### src/rtl/lcd_pkg.sv
// lcd_pkg: shared constants and the state type for the LCD text buffer.
// Optional feature macro: LCD_TBUF_SCROLL_EN adds the SCROLL state.
package lcd_pkg;

    localparam int unsigned LCD_COLS  = 16;
    localparam int unsigned LCD_DEPTH = 32;
    localparam int unsigned ADDR_W    = 5;
    localparam int unsigned DATA_W    = 8;

    localparam logic [DATA_W-1:0] CHR_BS    = 8'h08;
    localparam logic [DATA_W-1:0] CHR_LF    = 8'h0A;
    localparam logic [DATA_W-1:0] CHR_FF    = 8'h0C;
    localparam logic [DATA_W-1:0] CHR_CR    = 8'h0D;
    localparam logic [DATA_W-1:0] CHR_SPACE = 8'h20;
    localparam logic [DATA_W-1:0] FILL_CHAR = CHR_SPACE;

    typedef enum logic [1:0] {
        ST_CLEAR  = 2'd0,
`ifdef LCD_TBUF_SCROLL_EN
        ST_IDLE   = 2'd1,
        ST_SCROLL = 2'd2
`else
        ST_IDLE   = 2'd1
`endif
    } state_e;

    // True for bytes that are written to the screen (0x20..0x7E).
    function automatic logic is_printable(input logic [DATA_W-1:0] c);
        return (c >= 8'h20) && (c <= 8'h7E);
    endfunction

endpackage

### src/rtl/lcd_char_ram.sv
// lcd_char_ram: 32x8 screen register file.
// Ports: clk; two async read ports (rd_a_* for the LCD, rd_b_* for the
// scroll source); two synchronous write ports (wr_a_*, wr_b_*). Callers
// guarantee the two write addresses never collide.
module lcd_char_ram
    import lcd_pkg::*;
(
    input  logic              clk,
    input  logic [ADDR_W-1:0] rd_a_addr,
    output logic [DATA_W-1:0] rd_a_data_c,
    input  logic [ADDR_W-1:0] rd_b_addr,
    output logic [DATA_W-1:0] rd_b_data_c,
    input  logic              wr_a_en,
    input  logic [ADDR_W-1:0] wr_a_addr,
    input  logic [DATA_W-1:0] wr_a_data,
    input  logic              wr_b_en,
    input  logic [ADDR_W-1:0] wr_b_addr,
    input  logic [DATA_W-1:0] wr_b_data
);

    logic [DATA_W-1:0] mem_q [LCD_DEPTH];

    // Storage is intentionally not reset; CLEAR overwrites it.
    always_ff @(posedge clk) begin
        if (wr_a_en) mem_q[wr_a_addr] <= wr_a_data;
        if (wr_b_en) mem_q[wr_b_addr] <= wr_b_data;
    end

    assign rd_a_data_c = mem_q[rd_a_addr];
    assign rd_b_data_c = mem_q[rd_b_addr];

endmodule

### src/rtl/lcd_text_buffer.sv
// lcd_text_buffer: text-terminal front end holding the 16x2 screen image.
// Ports: clk, rst_n (async active-low); in_data/in_valid/in_ready byte
// stream; mem_addr/mem_bus LCD read port (combinational); cursor (next
// write position); busy (= ~in_ready, high during clear/scroll).
// Optional feature macro: LCD_TBUF_SCROLL_EN (bottom-row overflow scrolls).
module lcd_text_buffer
    import lcd_pkg::*;
(
    input  logic              clk,
    input  logic              rst_n,
    input  logic [DATA_W-1:0] in_data,
    input  logic              in_valid,
    output logic              in_ready,
    input  logic [ADDR_W-1:0] mem_addr,
    output logic [DATA_W-1:0] mem_bus,
    output logic [ADDR_W-1:0] cursor,
    output logic              busy
);

    state_e            state_q, state_d;
    logic [ADDR_W-1:0] idx_q, idx_d;
    logic [ADDR_W-1:0] cursor_q, cursor_d;
    logic              ready_q, ready_d;

    logic              wr_a_en, wr_b_en;
    logic [ADDR_W-1:0] wr_a_addr, wr_b_addr, scr_src_addr;
    logic [DATA_W-1:0] wr_a_data, wr_b_data, scr_src_data;
    logic              accept;

    assign accept       = in_valid && ready_q;
    assign scr_src_addr = {1'b1, idx_q[3:0]};

    lcd_char_ram u_ram (
        .clk         (clk),
        .rd_a_addr   (mem_addr),
        .rd_a_data_c (mem_bus),
        .rd_b_addr   (scr_src_addr),
        .rd_b_data_c (scr_src_data),
        .wr_a_en     (wr_a_en),
        .wr_a_addr   (wr_a_addr),
        .wr_a_data   (wr_a_data),
        .wr_b_en     (wr_b_en),
        .wr_b_addr   (wr_b_addr),
        .wr_b_data   (wr_b_data)
    );

`ifndef LCD_TBUF_SCROLL_EN
    logic unused_scr;
    assign unused_scr = ^scr_src_data;
`endif

    // State register, sweep index, cursor and registered ready.
    always_ff @(posedge clk or negedge rst_n) begin
        if (!rst_n) begin
            state_q  <= ST_CLEAR;
            idx_q    <= '0;
            cursor_q <= '0;
            ready_q  <= 1'b0;
        end else begin
            state_q  <= state_d;
            idx_q    <= idx_d;
            cursor_q <= cursor_d;
            ready_q  <= ready_d;
        end
    end

    // Next-state, cursor update and RAM write selection.
    always_comb begin
        state_d   = state_q;
        idx_d     = idx_q;
        cursor_d  = cursor_q;
        wr_a_en   = 1'b0;
        wr_a_addr = idx_q;
        wr_a_data = FILL_CHAR;
        wr_b_en   = 1'b0;
        wr_b_addr = {1'b1, idx_q[3:0]};
        wr_b_data = FILL_CHAR;

        case (state_q)
            ST_CLEAR: begin
                wr_a_en = 1'b1;
                if (idx_q == ADDR_W'(LCD_DEPTH - 1)) begin
                    state_d  = ST_IDLE;
                    idx_d    = '0;
                    cursor_d = '0;
                end else begin
                    idx_d = idx_q + ADDR_W'(1);
                end
            end

            ST_IDLE: begin
                if (accept) begin
                    if (is_printable(in_data)) begin
                        wr_a_en   = 1'b1;
                        wr_a_addr = cursor_q;
                        wr_a_data = in_data;
                        if (cursor_q == ADDR_W'(LCD_DEPTH - 1)) begin
`ifdef LCD_TBUF_SCROLL_EN
                            state_d = ST_SCROLL;
                            idx_d   = '0;
`else
                            cursor_d = '0;
`endif
                        end else begin
                            cursor_d = cursor_q + ADDR_W'(1);
                        end
                    end else begin
                        case (in_data)
                            CHR_CR: cursor_d = {cursor_q[4], 4'b0000};
                            CHR_LF: begin
                                if (!cursor_q[4]) begin
                                    cursor_d = cursor_q + ADDR_W'(LCD_COLS);
                                end else begin
`ifdef LCD_TBUF_SCROLL_EN
                                    state_d = ST_SCROLL;
                                    idx_d   = '0;
`else
                                    cursor_d = cursor_q - ADDR_W'(LCD_COLS);
`endif
                                end
                            end
                            CHR_BS: begin
                                if (cursor_q != '0) begin
                                    cursor_d  = cursor_q - ADDR_W'(1);
                                    wr_a_en   = 1'b1;
                                    wr_a_addr = cursor_q - ADDR_W'(1);
                                end
                            end
                            CHR_FF: begin
                                state_d = ST_CLEAR;
                                idx_d   = '0;
                            end
                            default: ;
                        endcase
                    end
                end
            end

`ifdef LCD_TBUF_SCROLL_EN
            // Row 1 moves up into row 0 while row 1 is blanked, one column per cycle.
            ST_SCROLL: begin
                wr_a_en   = 1'b1;
                wr_a_addr = {1'b0, idx_q[3:0]};
                wr_a_data = scr_src_data;
                wr_b_en   = 1'b1;
                if (idx_q[3:0] == 4'hF) begin
                    state_d  = ST_IDLE;
                    idx_d    = '0;
                    cursor_d = ADDR_W'(LCD_COLS);
                end else begin
                    idx_d = idx_q + ADDR_W'(1);
                end
            end
`endif

            default: begin
                state_d = ST_CLEAR;
                idx_d   = '0;
            end
        endcase

        ready_d = (state_d == ST_IDLE);
    end

    assign in_ready = ready_q;
    assign busy     = ~ready_q;
    assign cursor   = cursor_q;

endmodule
### config.mk
export PLATFORM = sky130hd
export DESIGN_NAME = lcd_text_buffer
export DESIGN_NICKNAME = d
export VERILOG_FILES = /design/src/rtl/lcd_pkg.sv /design/src/rtl/lcd_char_ram.sv /design/src/rtl/lcd_text_buffer.sv
export SDC_FILE = /design/constraint.sdc
export NUM_CORES = 1
export LEC_CHECK = 0
export ABC_CLOCK_PERIOD_IN_PS = 4100
export CAP_MARGIN = 20
export CORE_AREA = 2 2 170 172
export CTS_BUF_LIST = sky130_fd_sc_hd__clkbuf_4
export CTS_CLUSTER_DIAMETER = 100
export DETAILED_ROUTE_END_ITERATION = 10
export DIE_AREA = 0 0 172 174
export PLACE_DENSITY = 0.52
export RECOVER_POWER = 25
export SYNTH_ARGS = -nofsm -noshare
export SYNTH_HDL_FRONTEND = slang
export SYNTH_SLANG_ARGS = --single-unit
### constraint.sdc
create_clock -name clk -period 4.1 [get_ports clk]
set_clock_uncertainty 0.15 [all_clocks]
set_input_delay 0.41 -clock clk [delete_from_list [all_inputs] [get_ports clk]]
set_output_delay 0.41 -clock clk [all_outputs]
set_load 0.01 [all_outputs]
==> reports/metrics.json <==
{
  "final_max_slew_viol_count": 99,
  "distinct_cell_type_count_after_synthesis": 55,
  "port_buffers": 30,
  "grt_util_all_layers_pct": 17.3,
  "clkTransAtPathRegs_ps": 60,
  "finalWorstPathRequiredPeriod_ps": 3570,
  "synth-warning-count": 0,
  "antenna_left": 0,
  "yosysSeqAreaShare_pct": 72.3,
  "critPathLaunchType": "input port",
  "endpoint_required_time_on_the_critical_path_ps": 4140,
  "yosys.cell_count.top_type": "sky130_fd_sc_hd__edfxtp_1",
  "r2r.worst_path.cells": 10,
  "drc_errors": 0,
  "row_count": 62,
  "max_fanout_on_critical_path": 32,
  "clock_sink_count": 269,
  "rsz0062_at_grt": "false",
  "numCtsBuffers": 71,
  "syn_area_um2": 11100,
  "clock_latency_of_the_later_clocked_register_in_the_worst_skew_pair_ps": 630,
  "io-pin-count": 31,
  "timing.hold.worst.class": "flop to flop",
  "die_x_um": 172,
  "ir_worst_vdd_mv": 0.164,
  "post_layout_net_count": 744,
  "grt_start_max_net_pins": 65,
  "slew_worst_pin_ps": 1980,
  "initial_utilization_pct": 39.2,
  "avgViaCountPerCell": 5.15,
  "setup_tns_ps": 0,
  "antenna_found_initial": 1,
  "max_cap_violations": 3,
  "clk_path_buf_depth": 3,
  "synth_area_leaders": "sky130_fd_sc_hd__edfxtp_1, sky130_fd_sc_hd__mux4_2, sky130_fd_sc_hd__dfrtp_1",
  "final-seq-area_um2": 8010,
  "num-fill-cells": 2474,
  "chipHeight_um": 174,
  "static-leakage-power_nw": 4.14,
  "synth_enable_flop_cells": 256,
  "cts_post_setup_buffers_inserted": 0,
  "cts_tree": "built",
  "synth_async_sr_flop_share_pct": 4.83,
  "final_cell_count_no_fill": 1156,
  "root_buffer": "sky130_fd_sc_hd__clkbuf_4",
  "pwr_density_cell_nw_per_um2": 422,
  "whs_endpoint": "idx_q[3]$_DFFE_PN0P_",
  "area_growth_syn_to_layout_pct": 19.2,
  "length_of_the_first_detailed_routing_pass_in_iterations": 4,
  "max_slew_margin_pct": -31.7,
  "failed_checks": "capacitance limit, slew limit",
  "detailroute.via_count": 5949,
  "minimum_setup_slack_among_reg_to_reg_paths_ps": 600,
  "whs_path_depth": 1,
  "place.detailed.hpwl_um": 16000,
  "post_synth_most_frequent_cells": "sky130_fd_sc_hd__edfxtp_1, sky130_fd_sc_hd__mux4_2, sky130_fd_sc_hd__nor2_1",
  "first_global_vias": 6314,
  "post-synth-top-area-fraction_pct": 69.4,
  "htreeDepth": 3,
  "fraction_of_final_layout_cells_with_drive_strength_greater_than_1_pct": 33.6,
  "signal_arrival_time_at_the_worst_endpoint_ps": 3610,
  "drt_first_iter_violations": 399,
  "status": "finished, violations left",
  "grt_first_pass_wirelength_um": 38300,
  "place.gp.congestion": 0.851,
  "setup_viol": 0,
  "timing.rr.end": "u_ram.mem_q[20][2]$_DFFE_PP_",
  "multi_input_area_um2": 3060,
  "max_freq_mhz": 280,
  "cells_after_dpl": 1032,
  "post_synth.cell_area_avg_um2": 19.9,
  "criticalPathCategory": "input port to flop",
  "yosysTopAreaCell": "sky130_fd_sc_hd__edfxtp_1",
  "post-route-period-util_pct": 87.2,
  "critical_path.endpoint_type": "flop",
  "cell_count_after_synthesis": 556,
  "core_area_um2": 28200,
  "grt_overflow_total": 0,
  "ys_dominant_reg_cell": "sky130_fd_sc_hd__edfxtp_1",
  "reg2reg_from": "cursor[0]$_DFFE_PN0P_",
  "holdCritStartpoint": "idx_q[3]$_DFFE_PN0P_",
  "wl_per_cell_um": 21.3,
  "hold_viol_final": 0,
  "die-area_um2": 29900,
  "routed_wirelength_um": 24600,
  "ys_seq_elements": 269
}
==> layer usage <==
layer / share of wire [%] / routed length [um] / global-route usage (%)
met3: 5.6 / 1370 / 4.33
met4: 1.5 / 381 / 4.69
met5: 0 / 0 / 0
met2: 47 / 11600 / 26.5
met1: 46 / 11300 / 24.9
==> worst max-delay path, stage by stage <==
cell and delay, ps:
sky130_fd_sc_hd__dlygate4sd3_1 630, sky130_fd_sc_hd__and4_1 270, sky130_fd_sc_hd__a41oi_1 550, sky130_fd_sc_hd__clkbuf_1 380
sky130_fd_sc_hd__and3_1 210, sky130_fd_sc_hd__clkbuf_1 1140
==> stage by stage <==
stage	hold slack (ps)	cell area, um2	setup slack (ps)	total power, mW	utilization, %
floorplan	-35.6	11200	851	3.23	-
global placement	382	12300	288	3.34	43.7
detailed placement	411	12300	198	3.35	43.7
CTS	435	13200	605	5.66	46.8
global route	453	13200	274	5.82	46.8
finish	410	13200	526	5.57	46.8
==> worst max path at each step <==
| stage | start | cells after the start | slack, ps | endpoint |
|---|---|---|---|---|
| CTS | mem_addr[0] | 6 | 600 | mem_bus[4] |
| detailed placement | in_data[2] | 9 | 200 | u_ram.mem_q[10][6]$_DFFE_PP_ |
| finish | in_data[2] | 6 | 530 | u_ram.mem_q[28][3]$_DFFE_PP_ |
| floorplan | in_data[0] | 8 | 850 | u_ram.mem_q[8][0]$_DFFE_PP_ |
| global placement | in_data[2] | 9 | 290 | u_ram.mem_q[10][6]$_DFFE_PP_ |
| global route | in_data[2] | 6 | 270 | u_ram.mem_q[31][3]$_DFFE_PP_ |
==> registers in the layout, indices dropped and copies added, names as in the netlist <==
signal       count
cursor           5
state_q          2
in_ready         1
idx_q            5
u_ram.mem_q    256
==> what timing repair did <==
item,4_1_cts,5_1_grt
gates resized for setup,0,0
hold buffers,1,0
hold endpoints to repair,13,0
==> report_power, final <==
| group | switching (mW) | internal [mW] |
|---|---|---|
| registers | 0.0127 | 3.00 |
| logic | 0.147 | 0.132 |
| clock network | 1.03 | 1.26 |
==> placed cells by master (no fill, tap or decap), drive strengths merged, types with 16 or more instances in the layout <==
cell type / netlist / final
buf: 14 / 51
clkinv: 0 / 16
nor2: 41 / 41
clkbuf: 10 / 106
edfxtp: 256 / 256
mux4: 80 / 80
clkdlybuf4s50: 0 / 19
conb: 1 / 33
==> final cells by class <==
type	count	area share, %
Timing Repair Buffer	85	5.51
Antenna cell	2	0.0379
Sequential cell	269	60.7
Clock inverter	20	0.986
Tap cell	384	3.64
Clock buffer	101	5.74
Inverter	7	0.199
Multi-Input combinational cell	288	23.2
==> kinds of logic (layout without fill, tap and decap cells) <==
| logic type | Yosys count | count (layout) | synth area share, % |
|---|---|---|---|
| other cells | 1 | 35 | 0.0339 |
| mux | 88 | 88 | 17.1 |
| buf+inv | 31 | 213 | 1.08 |
| simple gates | 111 | 111 | 5.35 |
| flops | 269 | 269 | 72.3 |
| xor+xnor | 2 | 2 | 0.158 |
| fa+ha+maj | 6 | 6 | 0.678 |
| compound gates | 48 | 48 | 3.28 |
Power figures use the tool's default switching activity.
